File: src/rtl/aes_spi_pkg.sv
// Shared types and constants for the AES serial bridge: FSM state encoding
// and the set of key widths the bridge accepts.
package aes_spi_pkg;

    typedef enum logic [2:0] {
        ST_IDLE,
        ST_LOAD,
        ST_WAIT,
        ST_RDY,
        ST_UNLOAD
    } state_e;

    localparam int KEY_W_128 = 128;
    localparam int KEY_W_192 = 192;
    localparam int KEY_W_256 = 256;

    function automatic bit key_w_legal(input int w);
        return (w == KEY_W_128) || (w == KEY_W_192) || (w == KEY_W_256);
    endfunction

endpackage

File: src/rtl/spi_shift_reg.sv
// Serial-in/serial-out shift register with parallel load; bit order chosen by
// MSB_FIRST (first bit in/out lands on or leaves from bit W-1 when set).
module spi_shift_reg
    import aes_spi_pkg::*;
#(
    parameter int W         = 128,
    parameter bit MSB_FIRST = 1'b1
) (
    input  logic         clk,
    input  logic         rst,
    input  logic         en,
    input  logic         load,
    input  logic [W-1:0] d_par,
    input  logic         sdi,
    output logic [W-1:0] q_par,
    output logic         sdo
);

    logic [W-1:0] sr_q;

    always_ff @(posedge clk) begin
        if (rst) begin
            sr_q <= '0;
        end else if (load) begin
            sr_q <= d_par;
        end else if (en) begin
            sr_q <= MSB_FIRST ? {sr_q[W-2:0], sdi} : {sdi, sr_q[W-1:1]};
        end
    end

    assign q_par = sr_q;
    assign sdo   = MSB_FIRST ? sr_q[W-1] : sr_q[0];

endmodule

File: src/rtl/aes_spi_bridge.sv
// Serial front-end for the AES core: loads key + message over a cs frame,
// hands them over with a valid pulse, then shifts the core's result back out.
module aes_spi_bridge
    import aes_spi_pkg::*;
#(
    parameter int KEY_W     = 256,
    parameter int BLK_W     = 128,
    parameter bit MSB_FIRST = 1'b1
) (
    input  logic             clk,
    input  logic             rst,
    input  logic             cs,
    input  logic             key_sdi,
    input  logic             msg_sdi,
    output logic             res_sdo,
    output logic [KEY_W-1:0] key_out,
    output logic [BLK_W-1:0] msg_out,
    output logic             load_valid,
    input  logic [BLK_W-1:0] result_in,
    input  logic             result_valid,
    output logic             done,
    output logic             frame_err,
    output logic             busy
);

    if (!key_w_legal(KEY_W)) begin : g_key_w_check
        $error("aes_spi_bridge: KEY_W must be 128, 192 or 256");
    end

    localparam int CNT_W = $clog2(KEY_W + 1);
    localparam logic [CNT_W-1:0] KEY_LAST = CNT_W'(KEY_W - 1);
    localparam logic [CNT_W-1:0] BLK_LAST = CNT_W'(BLK_W - 1);
    localparam logic [CNT_W-1:0] BLK_CNT  = CNT_W'(BLK_W);

    state_e           state_q;
    logic [CNT_W-1:0] cnt_q;
    logic             cs_q;
    logic [KEY_W-1:0] key_out_q;
    logic [BLK_W-1:0] msg_out_q;
    logic             load_valid_q;
    logic             done_q;
    logic             frame_err_q;

    logic             rise;
    logic             key_smp;
    logic             msg_smp;
    logic             res_ld;
    logic             res_shift;
    logic [KEY_W-1:0] key_sr;
    logic [BLK_W-1:0] msg_sr;
    logic [KEY_W-1:0] key_next;
    logic [BLK_W-1:0] msg_next;
    logic             res_bit;
    logic             key_sdo_unused;
    logic             msg_sdo_unused;
    logic [BLK_W-1:0] res_par_unused;

    assign rise      = cs & ~cs_q;
    assign key_smp   = ((state_q == ST_IDLE) & rise) | ((state_q == ST_LOAD) & cs);
    assign msg_smp   = key_smp & (cnt_q < BLK_CNT);
    assign res_ld    = (state_q == ST_WAIT) & result_valid;
    assign res_shift = ((state_q == ST_RDY) & rise) | ((state_q == ST_UNLOAD) & cs);

    // The last bit arrives on the same edge that publishes the word, so the
    // published value is the shift register's next state, not its current one.
    assign key_next = MSB_FIRST ? {key_sr[KEY_W-2:0], key_sdi} : {key_sdi, key_sr[KEY_W-1:1]};
    assign msg_next = !msg_smp ? msg_sr
                    : (MSB_FIRST ? {msg_sr[BLK_W-2:0], msg_sdi} : {msg_sdi, msg_sr[BLK_W-1:1]});

    spi_shift_reg #(.W(KEY_W), .MSB_FIRST(MSB_FIRST)) u_key_sr (
        .clk   (clk),
        .rst   (rst),
        .en    (key_smp),
        .load  (1'b0),
        .d_par ('0),
        .sdi   (key_sdi),
        .q_par (key_sr),
        .sdo   (key_sdo_unused)
    );

    spi_shift_reg #(.W(BLK_W), .MSB_FIRST(MSB_FIRST)) u_msg_sr (
        .clk   (clk),
        .rst   (rst),
        .en    (msg_smp),
        .load  (1'b0),
        .d_par ('0),
        .sdi   (msg_sdi),
        .q_par (msg_sr),
        .sdo   (msg_sdo_unused)
    );

    spi_shift_reg #(.W(BLK_W), .MSB_FIRST(MSB_FIRST)) u_res_sr (
        .clk   (clk),
        .rst   (rst),
        .en    (res_shift),
        .load  (res_ld),
        .d_par (result_in),
        .sdi   (1'b0),
        .q_par (res_par_unused),
        .sdo   (res_bit)
    );

    always_ff @(posedge clk) begin
        if (rst) begin
            state_q      <= ST_IDLE;
            cnt_q        <= '0;
            cs_q         <= 1'b0;
            key_out_q    <= '0;
            msg_out_q    <= '0;
            load_valid_q <= 1'b0;
            done_q       <= 1'b0;
            frame_err_q  <= 1'b0;
        end else begin
            cs_q         <= cs;
            load_valid_q <= 1'b0;
            done_q       <= 1'b0;
            frame_err_q  <= 1'b0;
            case (state_q)
                ST_IDLE: begin
                    // The rise cycle already carries bit 0, so LOAD resumes at 1.
                    if (rise) begin
                        state_q <= ST_LOAD;
                        cnt_q   <= CNT_W'(1);
                    end
                end
                ST_LOAD: begin
                    if (!cs) begin
                        frame_err_q <= 1'b1;
                        state_q     <= ST_IDLE;
                        cnt_q       <= '0;
                    end else if (cnt_q == KEY_LAST) begin
                        key_out_q    <= key_next;
                        msg_out_q    <= msg_next;
                        load_valid_q <= 1'b1;
                        state_q      <= ST_WAIT;
                        cnt_q        <= '0;
                    end else begin
                        cnt_q <= cnt_q + CNT_W'(1);
                    end
                end
                ST_WAIT: begin
                    if (result_valid) begin
                        state_q <= ST_RDY;
                    end
                end
                ST_RDY: begin
                    if (rise) begin
                        state_q <= ST_UNLOAD;
                        cnt_q   <= CNT_W'(1);
                    end
                end
                ST_UNLOAD: begin
                    if (!cs) begin
                        frame_err_q <= 1'b1;
                        state_q     <= ST_IDLE;
                        cnt_q       <= '0;
                    end else if (cnt_q == BLK_LAST) begin
                        done_q  <= 1'b1;
                        state_q <= ST_IDLE;
                        cnt_q   <= '0;
                    end else begin
                        cnt_q <= cnt_q + CNT_W'(1);
                    end
                end
                default: begin
                    state_q <= ST_IDLE;
                    cnt_q   <= '0;
                end
            endcase
        end
    end

    assign res_sdo    = ((state_q == ST_RDY) || (state_q == ST_UNLOAD)) ? res_bit : 1'b0;
    assign key_out    = key_out_q;
    assign msg_out    = msg_out_q;
    assign load_valid = load_valid_q;
    assign done       = done_q;
    assign frame_err  = frame_err_q;
    assign busy       = (state_q != ST_IDLE);

endmodule
File: config.mk
export PLATFORM = sky130hd
export DESIGN_NAME = aes_spi_bridge
export DESIGN_NICKNAME = d
export VERILOG_FILES = /design/src/rtl/aes_spi_pkg.sv /design/src/rtl/spi_shift_reg.sv /design/src/rtl/aes_spi_bridge.sv
export SDC_FILE = /design/constraint.sdc
export NUM_CORES = 2
export LEC_CHECK = 0
export BUFFER_PORTS_ARGS = -buffer_cell sky130_fd_sc_hd__buf_2
export CAP_MARGIN = 20
export CORE_AREA = 2 2 252 254
export CTS_CLUSTER_DIAMETER = 40
export DETAILED_ROUTE_END_ITERATION = 12
export DIE_AREA = 0 0 254 256
export GPL_ROUTABILITY_DRIVEN = 0
export HOLD_SLACK_MARGIN = 0.06
export MAX_ROUTING_LAYER = met4
export PLACE_DENSITY = 0.76
export RECOVER_POWER = 100
export REMOVE_ABC_BUFFERS = 1
export SLEW_MARGIN = 10
export SYNTH_ARGS = -nofsm -noshare
export SYNTH_HDL_FRONTEND = slang
export SYNTH_SLANG_ARGS = --single-unit
File: constraint.sdc
create_clock -name clk -period 2.9 [get_ports clk]
set_input_delay 0.29 -clock clk [delete_from_list [all_inputs] [get_ports clk]]
set_output_delay 0.29 -clock clk [all_outputs]
set_load 0.02 [all_outputs]
==> results.md <==
* Final WL at approximately 90000 microns
* Power Density at roughly 700 nW/um^2
* Worst path cell trace: and4bb_4 > clkbuf_2 > nor3_1 > a211oi_1
* Maximum clock insertion buffer count at 3
* Dpl cell area at 36600 sq um
* Hold Crit Endpoint: u_res_sr.q_par[127]$_SDFFE_PP0P_
* Fin Setup TNS at 0 ps
* Max-slew violations at between 60 and 70
* 1st-iter DRT viols at slightly above 2000
* Worst-case reg-to-reg path depth at 4
* Drt pass-1 iters at 5
* Fin nets at about 4400
* Chip Height at 256 microns
* GRT Total Usage at 0.273
* Slew @ Worst Pin at approximately 1900 ps
* I/O Buffers at 522
* Fin util at 0.662
* Netlist cell types at between 40 and 50
* Multiplexer share of the synthesized area at 0.0760
* FMAX at 369 MHz
* Cell count after synthesis at around 3800
* Leak pwr at around 14 nW
* Maximum VDD drop at between 0.5 and 0.6 mV
* Crit path kind: flip-flop to flip-flop
* Launching point of the worst reg2reg path: state_q[2]$_SDFFE_PP0P_
* CP Max Fanout at between 40 and 50
* Clock transition at the registers of the reported paths at ~60 ps
* Failing checks: max-capacitance violations, max-slew violations
* Antenna-violating nets left at 0
* Hold crit path type: primary input to flip-flop
* Worst hold margin at 96.2 ps
* Outcome: finished, violations left
* Synth async-reset ratio at 0
* Io pins at roughly 520
* Synth Area per Inst at 8.91 sq um
* Number of buffers created by CTS at ~120
* Layout area overhead at 23.5%
* Drt wl/cell at 17.2 microns
* Worst hold path depth at 3
* Final period util at 0.935
* Buf+Inv Stages, Crit Path at 1
* Worst reg2reg endpoint: u_res_sr.q_par[96]$_SDFFE_PP0P_
* Worst rel slew slack at -0.273
* Worst Setup Start Kind: flip-flop
* Share of cells above drive strength 1 at 0.115
* Final Skew at just under 30 ps
* Period minus WS final at about 2700 ps
* Largest area contributor in the synthesized netlist: dfxtp_1
* Setup crit end kind: flip-flop
* Cell area after synthesis at around 33000 sq um
* Die boundary width at 254 microns
* Final setup violation count at 0
* Dominant synthesized flop cell: dfxtp_1
* Antenna cells at 0
* Adder-Cell Fraction of Synth Area at 0.00112
* Grt total ovfl at 0
* Std-Cell Rows at just over 90
* Post-synth top area share at 0.545
* Main combinational cell family by area after synthesis: simple AND/OR/NAND/NOR gates
* Post-synth EDFFs at 0
* XOR/XNOR Fraction of Synth Area at 0.000262
* Reg-to-reg slack, setup at around 190 ps
* WP data arrival at about 3200 ps
* Die area at between 60000 and 70000 sq um
* Post-Synth Simple-Gate Area at 0.173
* First-pass GRT wire length at 142000 microns
* Largest net degree at the start of global routing at about 120
* Post-synthesis compound-gate area fraction at 0.157
* Htree depth at 3
* DRC at 0
* Vias in the first global route at 27100
* Worst Min Path Start: result_in[127]
* Final Hold Viols at 0
* Vias per cell at 5.44
* Starting Density at 0.536
* CP top delay family: flip-flops
* Skew-Pair Late Insertion Delay at 660 ps
* Initial antenna violation count at 0
* Core Area at just over 60000 sq um
* Via count at around 28000
* Filler cells at about 5000
* Worst path max stage delay at between 700 and 800 ps
* Clock sinks at 911
* Ranking of synthesized cells by area: dfxtp_1 54%, nand2_1 12%, a21oi_1 7.8%, mux2i_1 7.6%, a211oi_2 4.3%
* RSZ-0062 raised after global routing: no
* Clk root buf: clkbuf_16
* Fin area at 41300 sq um
* CP required at 3430 ps
* Yosys warns at 0
* MaxCap Viol Count at 1
* CP max-delay cell: dfxtp_1
* Pwr Total at between 20 and 30 mW
* Flop and latch count out of synthesis at between 900 and 1000
* Post-DP HPWL at around 53000 microns
* Sequential cell area fraction in the yosys report at 0.545
* CTS tree: done
==> timing repair <==
| item | in CTS | in global routing |
|---|---|---|
| gates resized for setup | 0 | 0 |
| endpoints found under the hold margin | 128 | 0 |
| endpoints found under the setup margin | 0 | 0 |
| hold buffers | 125 | 0 |
| setup buffers | 0 | 0 |
==> layout by cell type, fill, tap and decap left out, types with 17 or more instances in the layout <==
cell type / n
nor2_1: 265
buf_2: 133
a21oi_1: 522
nor3_1: 130
clkbuf_16: 119
buf_4: 26
dlygate4sd3_1: 125
nand2_1: 1028
clkbuf_1: 399
buf_12: 28
clkinv_2: 22
dfxtp_1: 911
a211oi_2: 82
a211oi_1: 173
bufinv_16: 19
mux2i_1: 254
clkbuf_8: 17
==> power by group <==
part	switching, mW	leakage (nW)	internal (mW)	total [mW]
Clock	5.73	2.08	9.70	15.4
Sequential	0.00835	7.33	12.5	12.5
Combinational	0.532	4.35	0.304	0.836
Total	6.27	13.8	22.5	28.8
==> stage by stage <==
step / worst slack (ps) / std cells
6_report: 188 / 5219
5_1_grt: 61.1 / 5219
4_1_cts: 346 / 5219
3_5_place_dp: 409 / 4876
3_3_place_gp: 528 / 4876
2_1_floorplan: -10760 / 3438
==> tightest hold or removal path: stages <==
cell and delay (ps):
buf_2 80, mux2i_1 110, a211oi_1 230
==> flip-flops by register name (all words and copies together) (netlist names) <==
register        flops
done                1
cs_q                1
u_res_sr.q_par    128
load_valid          1
u_key_sr.q_par    255
u_msg_sr.q_par    128
msg_out           128
state_q             3
frame_err           1
cnt_q               9
key_out           256
==> final cells by class <==
class,count,area [sq um],share of cell area
clock buffer,143,3240,0.0784
clock inverter,75,1020,0.0247
inverter,4,15.0,0.000363
multi-input combinational,2523,13500,0.327
sequential,911,18200,0.441
tap,846,1060,0.0256
timing repair buffer,717,4230,0.102
==> metal layers <==
layer,vias to the layer above,track usage,share of wire
met5,-,-,0
met4,0,0.126,0.044
met3,247,0.0575,0.066
met2,942,0.446,0.49
met1,13500,0.321,0.40
li1,13700,-,-
==> worst max-delay path by stage <==
stage,startpoint,endpoint,slack (ps),depth (start not counted)
floorplan,state_q[0]$_SDFFE_PP0P_,u_key_sr.q_par[0]$_SDFFE_PP0P_,-10760,4
global placement,cnt_q[0]$_SDFFE_PP0P_,msg_out[87]$_SDFFE_PP0P_,530,11
detailed placement,cnt_q[0]$_SDFFE_PP0P_,msg_out[0]$_SDFFE_PP0P_,410,11
CTS,cnt_q[0]$_SDFFE_PP0P_,msg_out[83]$_SDFFE_PP0P_,350,10
global route,cnt_q[0]$_SDFFE_PP0P_,msg_out[83]$_SDFFE_PP0P_,60,10
finish,state_q[2]$_SDFFE_PP0P_,u_res_sr.q_par[96]$_SDFFE_PP0P_,190,4
==> cell families after synthesis <==
group | count (synthesis)
buf+inv | 324
xor+xnor | 1
mux | 254
simple gates | 1464
flops | 911
fa+ha+maj | 3
compound gates | 801
==> Yosys cell counts (5+ instances only) <==
| library cell | number |
|---|---|
| or3_1 | 5 |
| buf_4 | 38 |
| buf_1 | 11 |
| a211oi_2 | 114 |
| mux2i_1 | 254 |
| dfxtp_1 | 911 |
| nor3_1 | 131 |
| nand2_1 | 1029 |
| nor2b_1 | 8 |
| a21oi_1 | 522 |
| buf_6 | 16 |
| nand3b_1 | 7 |
| clkbuf_1 | 177 |
| a211oi_1 | 141 |
| nor2_1 | 265 |
| buf_2 | 78 |
(Power assumes the default switching activity.)
